===== src/rtl/csr_trap_cause.sv =====
// Trap-cause CSR unit: prioritised exception/interrupt select, mcause/mtval capture, handler FSM, double-fault flag.
// Latency: trap_o one cycle after the request; CSR reads combinational. No backpressure: requests are level-sampled.
// Optional trap counter at 0x7C0 when CSR_TRAP_COUNT_EN is defined.
module csr_trap_cause #(
    parameter int XLEN    = 32,
    parameter int NUM_EXC = 4,
    parameter int NUM_IRQ = 3,
    parameter int CODE_W  = 5,
    parameter logic [NUM_EXC*CODE_W-1:0] EXC_CODES = {5'd3, 5'd11, 5'd2, 5'd0},
    parameter logic [NUM_IRQ*CODE_W-1:0] IRQ_CODES = {5'd3, 5'd7, 5'd11}
) (
    input  logic                    clk_i,
    input  logic                    rst_i,
    input  logic                    en_i,
    input  logic [11:0]             addr_i,
    input  logic [XLEN-1:0]         set_i,
    input  logic [XLEN-1:0]         clear_i,
    output logic                    ack_o,
    output logic [XLEN-1:0]         value_o,
    input  logic [NUM_EXC-1:0]      exc_valid_i,
    input  logic [NUM_EXC*XLEN-1:0] exc_tval_i,
    input  logic [NUM_IRQ-1:0]      irq_i,
    input  logic [NUM_IRQ-1:0]      irq_en_i,
    input  logic                    mret_i,
    output logic                    trap_o,
    output logic [XLEN-1:0]         trap_cause_o,
    output logic                    in_trap_o,
    output logic                    double_fault_o
);
    localparam logic [11:0] ADDR_MCAUSE = 12'h342;
    localparam logic [11:0] ADDR_MTVAL  = 12'h343;
    localparam logic [XLEN-1:0] MCAUSE_MASK = {1'b1, {(XLEN-1-CODE_W){1'b0}}, {CODE_W{1'b1}}};

    typedef enum logic [1:0] {IDLE, TRAP, HANDLER} state_t;

    state_t             state;
    logic [XLEN-1:0]    mcause;
    logic [XLEN-1:0]    mtval;
    logic               exc_any;
    logic [NUM_IRQ-1:0] irq_pend;
    logic [CODE_W-1:0]  exc_code;
    logic [CODE_W-1:0]  irq_code;
    logic [XLEN-1:0]    exc_tval;
    logic [XLEN-1:0]    sel_cause;
    logic [XLEN-1:0]    sel_tval;
    logic               take;
    logic               hit_cause;
    logic               hit_tval;
    logic               hit_cnt;

    // Code tables are listed highest-priority source first (leftmost slice = index 0).
    always_comb begin
        exc_any  = |exc_valid_i;
        irq_pend = irq_i & irq_en_i;
        exc_code = '0;
        exc_tval = '0;
        irq_code = '0;
        for (int i = NUM_EXC - 1; i >= 0; i--) begin
            if (exc_valid_i[i]) begin
                exc_code = EXC_CODES[(NUM_EXC-1-i)*CODE_W +: CODE_W];
                exc_tval = exc_tval_i[i*XLEN +: XLEN];
            end
        end
        for (int k = NUM_IRQ - 1; k >= 0; k--) begin
            if (irq_pend[k]) begin
                irq_code = IRQ_CODES[(NUM_IRQ-1-k)*CODE_W +: CODE_W];
            end
        end
        sel_cause               = '0;
        sel_cause[CODE_W-1:0]   = exc_any ? exc_code : irq_code;
        sel_cause[XLEN-1]       = ~exc_any;
        sel_tval                = exc_any ? exc_tval : '0;
        take = ((state == IDLE) && (exc_any || (|irq_pend))) ||
               ((state == HANDLER) && exc_any);
    end

`ifdef CSR_TRAP_COUNT_EN
    localparam logic [11:0] ADDR_TCNT = 12'h7C0;
    logic [31:0] trap_cnt;
    assign hit_cnt = (addr_i == ADDR_TCNT);
`else
    assign hit_cnt = 1'b0;
`endif

    assign hit_cause    = (addr_i == ADDR_MCAUSE);
    assign hit_tval     = (addr_i == ADDR_MTVAL);
    assign ack_o        = en_i && (hit_cause || hit_tval || hit_cnt);
    assign trap_cause_o = mcause;

    always_comb begin
        value_o = '0;
        if (ack_o && hit_cause) value_o = mcause;
        if (ack_o && hit_tval)  value_o = mtval;
`ifdef CSR_TRAP_COUNT_EN
        if (ack_o && hit_cnt)   value_o = XLEN'(trap_cnt);
`endif
    end

    // A trap capture in the same cycle as a CSR write to mcause/mtval discards the write.
    always_ff @(posedge clk_i or negedge rst_i) begin
        if (!rst_i) begin
            state          <= IDLE;
            mcause         <= '0;
            mtval          <= '0;
            trap_o         <= 1'b0;
            in_trap_o      <= 1'b0;
            double_fault_o <= 1'b0;
        end else begin
            trap_o <= take;
            if (take) begin
                mcause <= sel_cause;
                mtval  <= sel_tval;
            end else begin
                if (ack_o && hit_cause) mcause <= (mcause | set_i) & ~clear_i & MCAUSE_MASK;
                if (ack_o && hit_tval)  mtval  <= (mtval | set_i) & ~clear_i;
            end
            case (state)
                IDLE: begin
                    if (take) begin
                        state     <= TRAP;
                        in_trap_o <= 1'b1;
                    end
                end
                TRAP: state <= HANDLER;
                HANDLER: begin
                    if (exc_any) begin
                        double_fault_o <= 1'b1;
                    end else if (mret_i) begin
                        state     <= IDLE;
                        in_trap_o <= 1'b0;
                    end
                end
                default: begin
                    state     <= IDLE;
                    in_trap_o <= 1'b0;
                end
            endcase
        end
    end

`ifdef CSR_TRAP_COUNT_EN
    // A CSR write outranks the increment of the same cycle.
    always_ff @(posedge clk_i or negedge rst_i) begin
        if (!rst_i) begin
            trap_cnt <= '0;
        end else if (ack_o && hit_cnt) begin
            trap_cnt <= (trap_cnt | set_i[31:0]) & ~clear_i[31:0];
        end else if (trap_o && (trap_cnt != 32'hFFFF_FFFF)) begin
            trap_cnt <= trap_cnt + 32'd1;
        end
    end
`endif

endmodule


===== config.mk =====
export PLATFORM = sky130hd
export DESIGN_NAME = csr_trap_cause
export DESIGN_NICKNAME = d
export VERILOG_FILES = /design/src/rtl/csr_trap_cause.sv
export SDC_FILE = /design/constraint.sdc
export NUM_CORES = 1
export LEC_CHECK = 0
export BUFFER_PORTS_ARGS = -buffer_cell sky130_fd_sc_hd__buf_4
export CORE_AREA = 2 2 112 114
export DETAILED_ROUTE_END_ITERATION = 7
export DIE_AREA = 0 0 114 116
export SKIP_CTS_REPAIR_TIMING = 1
export SYNTH_ARGS = -nofsm -noshare
export SYNTH_HDL_FRONTEND = slang
export SYNTH_SLANG_ARGS = --single-unit
export TNS_END_PERCENT = 5

===== constraint.sdc =====
create_clock -name clk_i -period 2.19 [get_ports clk_i]
set_input_delay 0 -clock clk_i [delete_from_list [all_inputs] [get_ports clk_i]]
set_output_delay 0 -clock clk_i [all_outputs]
set_load 0.02 [all_outputs]

==> results of run 1 <==
[worst reg2reg max path, cell delays in order, from the launching register on]
cell     delay [ps]
dfrtp_1         450
o21a_1          230
or2_1           230
inv_2           340
buf_4           230
a21oi_1          40
o22a_1          190
[worst paths after layout]
path | slack [ps] | from | endpoint
worst max-delay path | 370 | state[1]$_DFFE_PN0P_ | trap_cause_o[2]$_DFFE_PN0P_
worst min-delay path | -10 | clear_i[18] | mtval[18]$_DFFE_PN0P_
worst max register to register | 370 | state[1]$_DFFE_PN0P_ | trap_cause_o[2]$_DFFE_PN0P_
worst min register to register | 470 | double_fault_o$_DFFE_PN0P_ | double_fault_o$_DFFE_PN0P_
max in group asynchronous | 1530 | rst_i | mtval[4]$_DFFE_PN0P_
min in group asynchronous | 260 | rst_i | mtval[3]$_DFFE_PN0P_
[through the flow]
step	power, W	hold WS [ps]
floorplan	0.00238	-296
global placement	0.00300	40.2
detailed placement	0.00304	39.3
CTS	0.00378	-266
global route	0.00405	2.56
finish	0.00376	-12.0
[kinds of logic (layout without fill, tap and decap cells)]
kind of cell           after synthesis  count (layout)  share of synthesized area
buffers and inverters               74             295                      0.114
AOI/OAI and AO/OA                  180             180                      0.339
other                                1              26                    0.00108
muxes                                7               7                     0.0205
DFF                                 43              43                      0.310
and+or+nand+nor                    129             129                      0.215
[sequential cells by signal, summed over array words and instances (netlist names)]
signal,cells
double_fault_o,1
in_trap_o,1
mtval,32
state,2
trap_cause_o,6
trap_o,1
[cell usage after synthesis, types with 4 or more instances]
library cell,instances,area share
buf_4,27,0.058
and2_1,26,0.047
nor2_1,13,0.014
a211o_1,30,0.076
nor2b_1,33,0.059
a21oi_1,69,0.099
dfrtp_1,43,0.31
a221oi_1,32,0.081
inv_1,4,0.0043
nor3_1,36,0.052
o21ai_0,24,0.035
buf_2,8,0.012
o21ai_1,8,0.012
clkbuf_1,33,0.036
mux2i_1,6,0.017
nand2_1,10,0.011
[power breakdown]
part	internal [W]	switching, W
Combinational	0.000833	0.000829
Clock	0.000421	0.000307
Sequential	0.00116	0.000210
[layout make-up]
class / instances / area (sq um)
clock buffer: 6 / 129
clock inverter: 2 / 12.5
fill: 1193 / 6210
inverter: 5 / 18.8
multi-input combinational: 342 / 2100
sequential: 43 / 1080
tap: 147 / 184
timing repair buffer: 282 / 2170
[layer usage]
| layer | global-route usage | vias to the layer above |
|---|---|---|
| met4 | 0.0520 | 0 |
| met5 | 0 | - |
| met1 | 0.233 | 1926 |
| met2 | 0.354 | 187 |
| met3 | 0.0497 | 10 |
| li1 | - | 2055 |
==> qor.csv, run 1 <==
stage;metric;value;unit
clocking;H-tree Lvls;2;
job;Max Cap Viol;0;
clocking;# clock sinks;43;
global_routing;first-pass GRT wire length;20400;um
layout;fin nets;897;
die;core area;11900;sq um
layout;share of cells above drive strength 1;0.415;
global_routing;largest net degree at the start of global routing;91;
worst_setup_path;critical setup path kind;flip-flop to flip-flop;
worst_setup_path;Worst path max stage delay;450;ps
worst_setup_path;CP Launch Type;flip-flop;
worst_setup_path;WP depth;6;
clocking;Root Buffer;clkbuf_16;
synthesis;Post-Synthesis Cells;434;
route;metal2 WL;7100;um
synthesis;post-synthesis cell type count;41;
route;DRT Wirelength;13800;um
route;WL/cell;16.6;um
timing;setup TNS;0;ps
die;Starting Density;0.292;
route;Routed met1 length;5410;um
timing;RSZ-0062 raised after global routing;false;
route;Routed Antenna Nets;0;
clocking;Reg clk slew, reported paths;60;ps
layout;ANT cells;0;
route;drt via density;5.05;
power;Peak VDD IR;0.000317;V
clocking;number of CTS-inserted buffers;5;
die;chip width;114;um
layout;most frequent cells in the layout;buf_4, a21oi_1, dfrtp_1;
outcome;failing checks;negative hold slack;
timing;final hold vios;6;
die;row count;40;
timing;skew final;2.53;ps
place;detailed placement HPWL;10500;um
worst_setup_path;Max FO, Critical Path;19;
timing;FMAX;549;MHz
timing;Worst slew margin;0.432;
timing;worst slew pin tran;847;ps
die;Ports;286;
layout;commonest non-fill, non-tap cell in the layout;buf_4;
timing;Final setup viols;0;
route;First-pass DRT Iterations;6;
worst_setup_path;critical path's top delay family;buffers and inverters;
layout;Area growth syn-to-layout;64.0;%
worst_setup_path;crit end category;flip-flop;
timing;Slew Viols, Final;0;
worst_setup_path;R2R depth;6;
route;met3 wire length;1120;um
worst_setup_path;Cell Chain, Critical Path;o21a_1 > or2_1 > inv_2 > buf_4 > a21oi_1 > o22a_1;
worst_setup_path;Data required, critical path;2360;ps
synthesis;Synth Cell Area;3470;sq um
worst_setup_path;CP bufs+invs;2;
global_routing;total grt overflow;0;
layout;fin area;5700;sq um
route;1st-iter DRT viols;201;
place;worst slack at placement;319;ps
route;highest routed layer;met4;
synthesis;top_reg_cell synth;dfrtp_1;
global_routing;gr usage total;0.196;
worst_setup_path;Slowest-stage cell, CP;dfrtp_1;
global_routing;initial antenna violation count;0;
timing;min Tclk post-route;1820;ps
timing;Final WS setup;367;ps
outcome;status;finished, violations left;
route;Via Count;4178;
place;Area after DPL;5430;sq um
die;die footprint;13200;sq um
die;die boundary height;116;um
synthesis;Syn Area/Cell;8.00;sq um
layout;Final Util;0.478;
global_routing;vias in the first global route;4025;
layout;fin cells;827;
route;drt drc;0;
synthesis;Post-synth EDFFs;0;
power;Power Density;659;nW/um^2
power;leakage power;2.69;nW
synthesis;sequential share of the synthesized area;0.310;
synthesis;post-synthesis async set-or-reset flop share;1.00;
clocking;Worst-Skew Late Latency;280;ps
synthesis;post-synthesis register bit count;43;
timing;WHS;-12.0;ps
clocking;CTS tree;yes;
synthesis;yosys warns;0;
place;input/output buffers;259;
clocking;Clock Path Buffers;2;
place;Inst Count DP;806;
place;global placer's final weighted congestion;0.872;
timing;crit share post-route;0.832;
worst_setup_path;CP Data Arrival Time;2000;ps
min_path;worst hold path class;input pin to flip-flop;
min_path;Hold Path Depth;3;
No activity file was read; power rests on OpenSTA's default activity.
==> inputs of run 2 (changes only) <==
Settings changed: ABC_AREA set to 1, CORE_AREA 2 2 112 114 to unset, CORE_MARGIN set to 2, CORE_UTILIZATION set to 35, DIE_AREA 0 0 114 116 to unset, PLACE_DENSITY set to 0.7.
Clock period 2.19 ns to 1.6 ns, I/O delays scaled along.
==> run 2 against run 1 <==
Critical path depth is 2 higher. Sequential share of layout area is 3.0 points lower. Non-clock buffer count is 4 lower. The flow now finishes without violations. Wire length is 26% higher. Critical path type unchanged.
==> qor.csv, run 2 <==
stage;metric;value;unit;change
outcome;status;completed;;was finished, violations left
synthesis;Syn Area/Cell;5.26;sq um;was 8.00 sq um
synthesis;yosys warns;0;;unchanged
worst_setup_path;crit end category;flip-flop;;unchanged
timing;RSZ-0062 raised after global routing;false;;unchanged
timing;setup TNS;0;ps;unchanged
synthesis;post-synth top area cell;nand2_1;;was dfrtp_1
min_path;worst hold path class;input pin to flip-flop;;unchanged
die;row count;41;;was 40
clocking;H-tree Lvls;2;;unchanged
place;input/output buffers;259;;unchanged
synthesis;Post-synth EDFFs;0;;unchanged
worst_setup_path;critical path's top delay family;simple AND/OR/NAND/NOR gates;;was buffers and inverters
worst_setup_path;Worst path max stage delay;380;ps;was 450 ps
timing;min Tclk post-route;1490;ps;was 1820 ps
clocking;Root Buffer;clkbuf_16;;unchanged
worst_setup_path;FF-to-FF Start;state[1]$_DFFE_PN0P_;;unchanged
worst_setup_path;Slowest-stage cell, CP;dfrtp_1;;unchanged
power;sequential power share;0.311;;was 0.364
clocking;Reg clk slew, reported paths;70;ps;was 60 ps
synthesis;top post-synthesis cells by area;nand2_1, dfrtp_1, nor2_1;;was dfrtp_1, a21oi_1, a221oi_1
power;Clk pwr share;0.164;;was 0.194
synthesis;Synth top cells by count;nand2_1, nor2_1, inv_1;;was a21oi_1, dfrtp_1, nor3_1
power;Peak VDD IR;0.000795;V;was 0.000317 V
route;drt drc;0;;unchanged
place;global placer's final weighted congestion;0.854;;was 0.872
clocking;# clock sinks;43;;unchanged
route;drt via density;4.47;;was 5.05
clocking;number of CTS-inserted buffers;5;;unchanged
die;chip width;118;um;was 114 um
die;die footprint;13900;sq um;was 13200 sq um
route;First-pass DRT Iterations;5;;was 6
timing;Final WS setup;110;ps;was 367 ps
global_routing;largest net degree at the start of global routing;66;;was 91
clocking;CTS tree;yes;;unchanged
die;core area;12600;sq um;was 11900 sq um
worst_setup_path;R2R depth;8;;was 6
route;1st-iter DRT viols;249;;was 201
synthesis;post-synthesis async set-or-reset flop share;1.00;;unchanged
layout;commonest non-fill, non-tap cell in the layout;nand2_1;;was buf_4
synthesis;Post-Synthesis Cells;863;;was 434
worst_setup_path;Worst setup startpoint;state[1]$_DFFE_PN0P_;;unchanged
layout;Largest Register;mtval;;unchanged
route;Via Count;5703;;was 4178
synthesis;most instantiated library cell after synthesis;nand2_1;;was a21oi_1
timing;Final setup viols;0;;unchanged
layout;ANT cells;0;;unchanged
worst_setup_path;WP depth;8;;was 6
route;DRT Wirelength;17300;um;was 13800 um
global_routing;first-pass GRT wire length;27700;um;was 20400 um
worst_setup_path;Most common cell on crit path;nand2_1;;
worst_setup_path;Data required, critical path;1830;ps;was 2360 ps
synthesis;post-synthesis register bit count;43;;unchanged
worst_setup_path;critical setup path kind;flip-flop to flip-flop;;unchanged
global_routing;initial antenna violation count;0;;unchanged
timing;worst slew pin tran;593;ps;was 847 ps
synthesis;post-synthesis cell type count;23;;was 41
synthesis;Synth Cell Area;4540;sq um;was 3470 sq um
worst_setup_path;CP Launch Type;flip-flop;;unchanged
power;Internal;0.00357;W;was 0.00241 W
global_routing;vias in the first global route;5403;;was 4025
power;leakage power;4.10;nW;was 2.69 nW
worst_setup_path;crit path to;mtval[22]$_DFFE_PN0P_;;was trap_cause_o[2]$_DFFE_PN0P_
job;Max Cap Viol;0;;unchanged
layout;fin nets;1321;;was 897
worst_setup_path;CP bufs+invs;2;;unchanged
power;Psw;0.00297;W;was 0.00135 W
power;total power;0.00654;W;was 0.00376 W
power;sw frac;0.454;;was 0.358
route;WL/cell;13.6;um;was 16.6 um
layout;# fillers;1336;;was 1193
timing;final hold vios;0;;was 6
synthesis;Synth top area share;0.281;;was 0.310
timing;FMAX;671;MHz;was 549 MHz
clocking;Clock Path Buffers;2;;unchanged
die;Starting Density;0.360;;was 0.292
place;worst slack at placement;80.3;ps;was 319 ps
synthesis;top_reg_cell synth;dfrtp_1;;unchanged
synthesis;sequential share of the synthesized area;0.237;;was 0.310
timing;crit share post-route;0.931;;was 0.832
die;die boundary height;118;um;was 116 um
worst_setup_path;CP Data Arrival Time;1720;ps;was 2000 ps
layout;Area growth syn-to-layout;49.0;%;was 64.0%
worst_setup_path;Cell Chain, Critical Path;nor2_1 > nand2_2 > nand2_1 > inv_4 > nand2_2 > buf_12 > nand2_1 > nand2_1;;was o21a_1 > or2_1 > inv_2 > buf_4 > a21oi_1 > o22a_1
layout;max reg flops;32;;unchanged
global_routing;gr usage total;0.244;;was 0.196
timing;Worst slew margin;0.605;;was 0.432
worst_setup_path;r2r setup slk;110;ps;was 370 ps
worst_setup_path;worst r2r dst;mtval[22]$_DFFE_PN0P_;;was trap_cause_o[2]$_DFFE_PN0P_
worst_setup_path;Max FO, Critical Path;32;;was 19
global_routing;total grt overflow;0;;unchanged
power;Gate power share;0.524;;was 0.442
clocking;Worst-Skew Late Latency;290;ps;was 280 ps
layout;most frequent cells in the layout;nand2_1, buf_4, nor2_1;;was buf_4, a21oi_1, dfrtp_1
timing;WHS;9.18;ps;was -12.0 ps
layout;share of cells above drive strength 1;0.296;;was 0.415
die;Ports;286;;unchanged
timing;Slew Viols, Final;0;;unchanged
layout;Final Util;0.536;;was 0.478
place;detailed placement HPWL;12800;um;was 10500 um
route;Routed Antenna Nets;0;;unchanged
power;Power Density;967;nW/um^2;was 659 nW/um^2
timing;skew final;4.20;ps;was 2.53 ps
## run 2: changes by cell type after synthesis, moves of 23 or more
cell,change
a211o_1,-30
a21oi_1,-55
a221oi_1,-32
and2_1,-26
clkbuf_1,-23
inv_1,+83
nand2_1,+330
nand3_1,+72
nor2_1,+174
nor2b_1,-33
nor3_1,-36
or2_2,+32
## run 2: per-stage QoR
step	area, sq um	instances
2_1_floorplan	4630	888
3_3_place_gp	6600	1267
3_5_place_dp	6600	1267
4_1_cts	6750	1275
5_1_grt	6770	1276
6_report	6770	1276
## run 2: final cells by class
type	count	area, sq um	area share
multi-input cells	687	2830	0.418
repair buffers	278	2160	0.320
flip-flops and latches	43	1080	0.159
inverters	88	333	0.0492
well taps	172	215	0.0318
clock buffers	5	125	0.0185
clock inverters	3	23.8	0.00351
## run 2: metal layers
metal  global-route usage  vias up  part of all wire
met2                0.426      215              0.48
met4               0.0512        0             0.015
met1                0.321     2466              0.44
met5                    0        -                 0
li1                     -     2999                 -
met3               0.0344       23             0.055
## run 2: logic make-up after synthesis
group,after synthesis,share of synthesized area
flops,43,0.237
other cells,1,0.000826
compound gates,24,0.0289
simple gates,637,0.569
buf+inv,158,0.164
## run 2: power by group through the flow
stage                     combinational (W)  clock, W  sequential [W]
after floorplan                     0.00223         0         0.00200
after global placement              0.00338         0         0.00206
after detailed placement            0.00344         0         0.00204
after CTS                           0.00344   0.00109         0.00204
after global routing                0.00395   0.00114         0.00210
final                               0.00343   0.00108         0.00204
## run 2: worst min-delay path by stage
stage | from | endpoint | slack, ps | cells after the start
after floorplan | rst_i | double_fault_o$_DFFE_PN0P_ | -300 | 0
after global placement | rst_i | mtval[3]$_DFFE_PN0P_ | 30 | 1
after detailed placement | rst_i | mtval[3]$_DFFE_PN0P_ | 40 | 1
after CTS | rst_i | mtval[7]$_DFFE_PN0P_ | -270 | 1
after global routing | clear_i[4] | trap_cause_o[4]$_DFFE_PN0P_ | 30 | 4
final | clear_i[4] | trap_cause_o[4]$_DFFE_PN0P_ | 9 | 4
## run 2: worst register-to-register path: stages, from the launching register on
cell and delay, ps:
dfrtp_1 380, nor2_1 160, nand2_2 80, nand2_1 210, inv_4 150, nand2_2 120
buf_12 200, nand2_1 80, nand2_1 60
==> inputs of run 3 (changes only) <==
Settings changed: PLACE_DENSITY 0.7 to unset, PLACE_DENSITY_LB_ADDON set to 0.12.
==> run 3 against run 2 <==
Largest cell class unchanged. Non-clock buffer count is 2 higher. Combinational power hardly changed. Core utilization is 0.19 points lower. Clock-buffer cell count stayed put. Clock skew is 2.2 ps higher. Global-route usage is 0.19 points lower. Worst setup slack better by 57 ps.
==> qor.csv, run 3 (synthesized netlist as in run 2, its figures left out) <==
stage;metric;value;unit;change
layout;multi-input logic area;2820;sq um;was 2830 sq um
die;row count;41;;unchanged
power;Peak VDD IR;0.000531;V;was 0.000795 V
die;chip width;118;um;unchanged
die;die boundary height;118;um;unchanged
layout;ANT cells;0;;unchanged
worst_setup_path;R2R depth;8;;unchanged
clocking;Clock Path Buffers;2;;unchanged
route;First-pass DRT Iterations;5;;unchanged
outcome;status;completed;;unchanged
route;drt via density;4.49;;was 4.47
timing;crit share post-route;0.896;;was 0.931
die;Ports;286;;unchanged
timing;RSZ-0062 raised after global routing;false;;unchanged
worst_setup_path;crit end category;flip-flop;;unchanged
route;drt drc;0;;unchanged
route;WL/cell;13.4;um;was 13.6 um
route;Routed Antenna Nets;0;;unchanged
worst_setup_path;Max FO, Critical Path;32;;unchanged
worst_setup_path;Data required, critical path;1820;ps;was 1830 ps
timing;min Tclk post-route;1430;ps;was 1490 ps
timing;Final setup viols;0;;unchanged
global_routing;gr usage total;0.242;;was 0.244
place;global placer's final weighted congestion;0.827;;was 0.854
min_path;hold_sp;clear_i[4];;unchanged
clocking;Worst-Skew Late Latency;290;ps;about the same
layout;Area growth syn-to-layout;48.5;%;was 49.0%
clocking;CTS tree;yes;;unchanged
layout;# fillers;1378;;was 1336
min_path;Hold Path Sink;trap_cause_o[4]$_DFFE_PN0P_;;unchanged
min_path;Hold Path Depth;4;;unchanged
route;DRT Wirelength;17100;um;was 17300 um
power;Power Density;967;nW/um^2;about the same
worst_setup_path;worst r2r dst;mtval[13]$_DFFE_PN0P_;;was mtval[22]$_DFFE_PN0P_
die;Starting Density;0.360;;unchanged
layout;most frequent cells in the layout;nand2_1, buf_4, nor2_1;;unchanged
clocking;H-tree Lvls;2;;unchanged
min_path;worst hold path class;input pin to flip-flop;;unchanged
timing;skew final;6.36;ps;was 4.20 ps
power;leakage power;4.10;nW;about the same
timing;final hold vios;0;;unchanged
worst_setup_path;critical setup path kind;flip-flop to flip-flop;;unchanged
global_routing;vias in the first global route;5406;;was 5403
timing;Slew Viols, Final;0;;unchanged
layout;max reg flops;32;;unchanged
clocking;number of CTS-inserted buffers;5;;unchanged
worst_setup_path;CP Data Arrival Time;1660;ps;was 1720 ps
clocking;Root Buffer;clkbuf_16;;unchanged
worst_setup_path;FF-to-FF Start;state[1]$_DFFE_PN0P_;;unchanged
timing;Worst slew margin;0.609;;was 0.605
timing;worst slew pin tran;587;ps;was 593 ps
die;die footprint;13900;sq um;unchanged
timing;FMAX;698;MHz;was 671 MHz
place;input/output buffers;259;;unchanged
route;1st-iter DRT viols;349;;was 249
layout;commonest non-fill, non-tap cell in the layout;nand2_1;;unchanged
layout;share of cells above drive strength 1;0.296;;about the same
layout;FF/Latch Area;1080;sq um;unchanged
layout;fin nets;1323;;was 1321
route;Via Count;5733;;was 5703
global_routing;first-pass GRT wire length;27400;um;was 27700 um
clocking;Reg clk slew, reported paths;70;ps;about the same
timing;setup TNS;0;ps;unchanged
global_routing;initial antenna violation count;0;;unchanged
worst_setup_path;r2r setup slk;170;ps;was 110 ps
place;detailed placement HPWL;13200;um;was 12800 um
die;core area;12600;sq um;unchanged
global_routing;total grt overflow;0;;unchanged
worst_setup_path;CP Launch Type;flip-flop;;unchanged
job;Max Cap Viol;0;;unchanged
layout;Largest Register;mtval;;unchanged
global_routing;largest net degree at the start of global routing;53;;was 66
clocking;# clock sinks;43;;unchanged
power;total power;0.00652;W;was 0.00654 W
[run 3: layout make-up]
| class | instances | share of cell area |
|---|---|---|
| multi-input cells | 687 | 0.418 |
| repair buffers | 280 | 0.320 |
| flip-flops and latches | 43 | 0.160 |
| inverters | 88 | 0.0490 |
| well taps | 172 | 0.0319 |
| clock buffers | 5 | 0.0186 |
| clock inverters | 3 | 0.00297 |
[run 3: stage by stage]
stage | cell area [sq um] | setup slack [ps] | hold WS, ps | utilization | instances
floorplan | 4630 | 288 | -296 | - | 888
global placement | 6590 | 242 | 32.9 | 0.522 | 1269
detailed placement | 6590 | 176 | 45.1 | 0.522 | 1269
CTS | 6730 | 157 | -270 | 0.533 | 1277
global route | 6740 | 30.3 | 11.9 | 0.534 | 1278
finish | 6740 | 166 | 5.39 | 0.534 | 1278
[run 3: critical path: stages, from the launching register on]
cell and delay, ps:
dfrtp_1 420, nor2_1 150, nand2_1 80, nand2_1 180, inv_2 110, nand2_2 100
buf_12 200, nand2_1 80, nand2_1 60
[run 3: how the worst max path moves through the flow]
stage / start / end / cells after the start
after global placement: state[1]$_DFFE_PN0P_ / mtval[5]$_DFFE_PN0P_ / 8
after floorplan: state[1]$_DFFE_PN0P_ / trap_cause_o[2]$_DFFE_PN0P_ / 8
after CTS: state[1]$_DFFE_PN0P_ / mtval[13]$_DFFE_PN0P_ / 8
after detailed placement: state[1]$_DFFE_PN0P_ / mtval[0]$_DFFE_PN0P_ / 8
final: state[1]$_DFFE_PN0P_ / mtval[13]$_DFFE_PN0P_ / 8
after global routing: state[1]$_DFFE_PN0P_ / mtval[31]$_DFFE_PN0P_ / 8
[run 3: power by group]
group	leakage, nW	internal (W)	switching, W
registers	0.518	0.00161	0.000441
clock network	0.0658	0.000576	0.000453
logic	3.51	0.00138	0.00206
total	4.10	0.00357	0.00295
[run 3: layer usage]
metal  track usage  share of wire  vias up
met4        0.0625          0.019        0
met5             0              0        -
li1              -              -     3003
met3        0.0523          0.076       20
met2         0.395           0.46      235
met1         0.325           0.45     2475
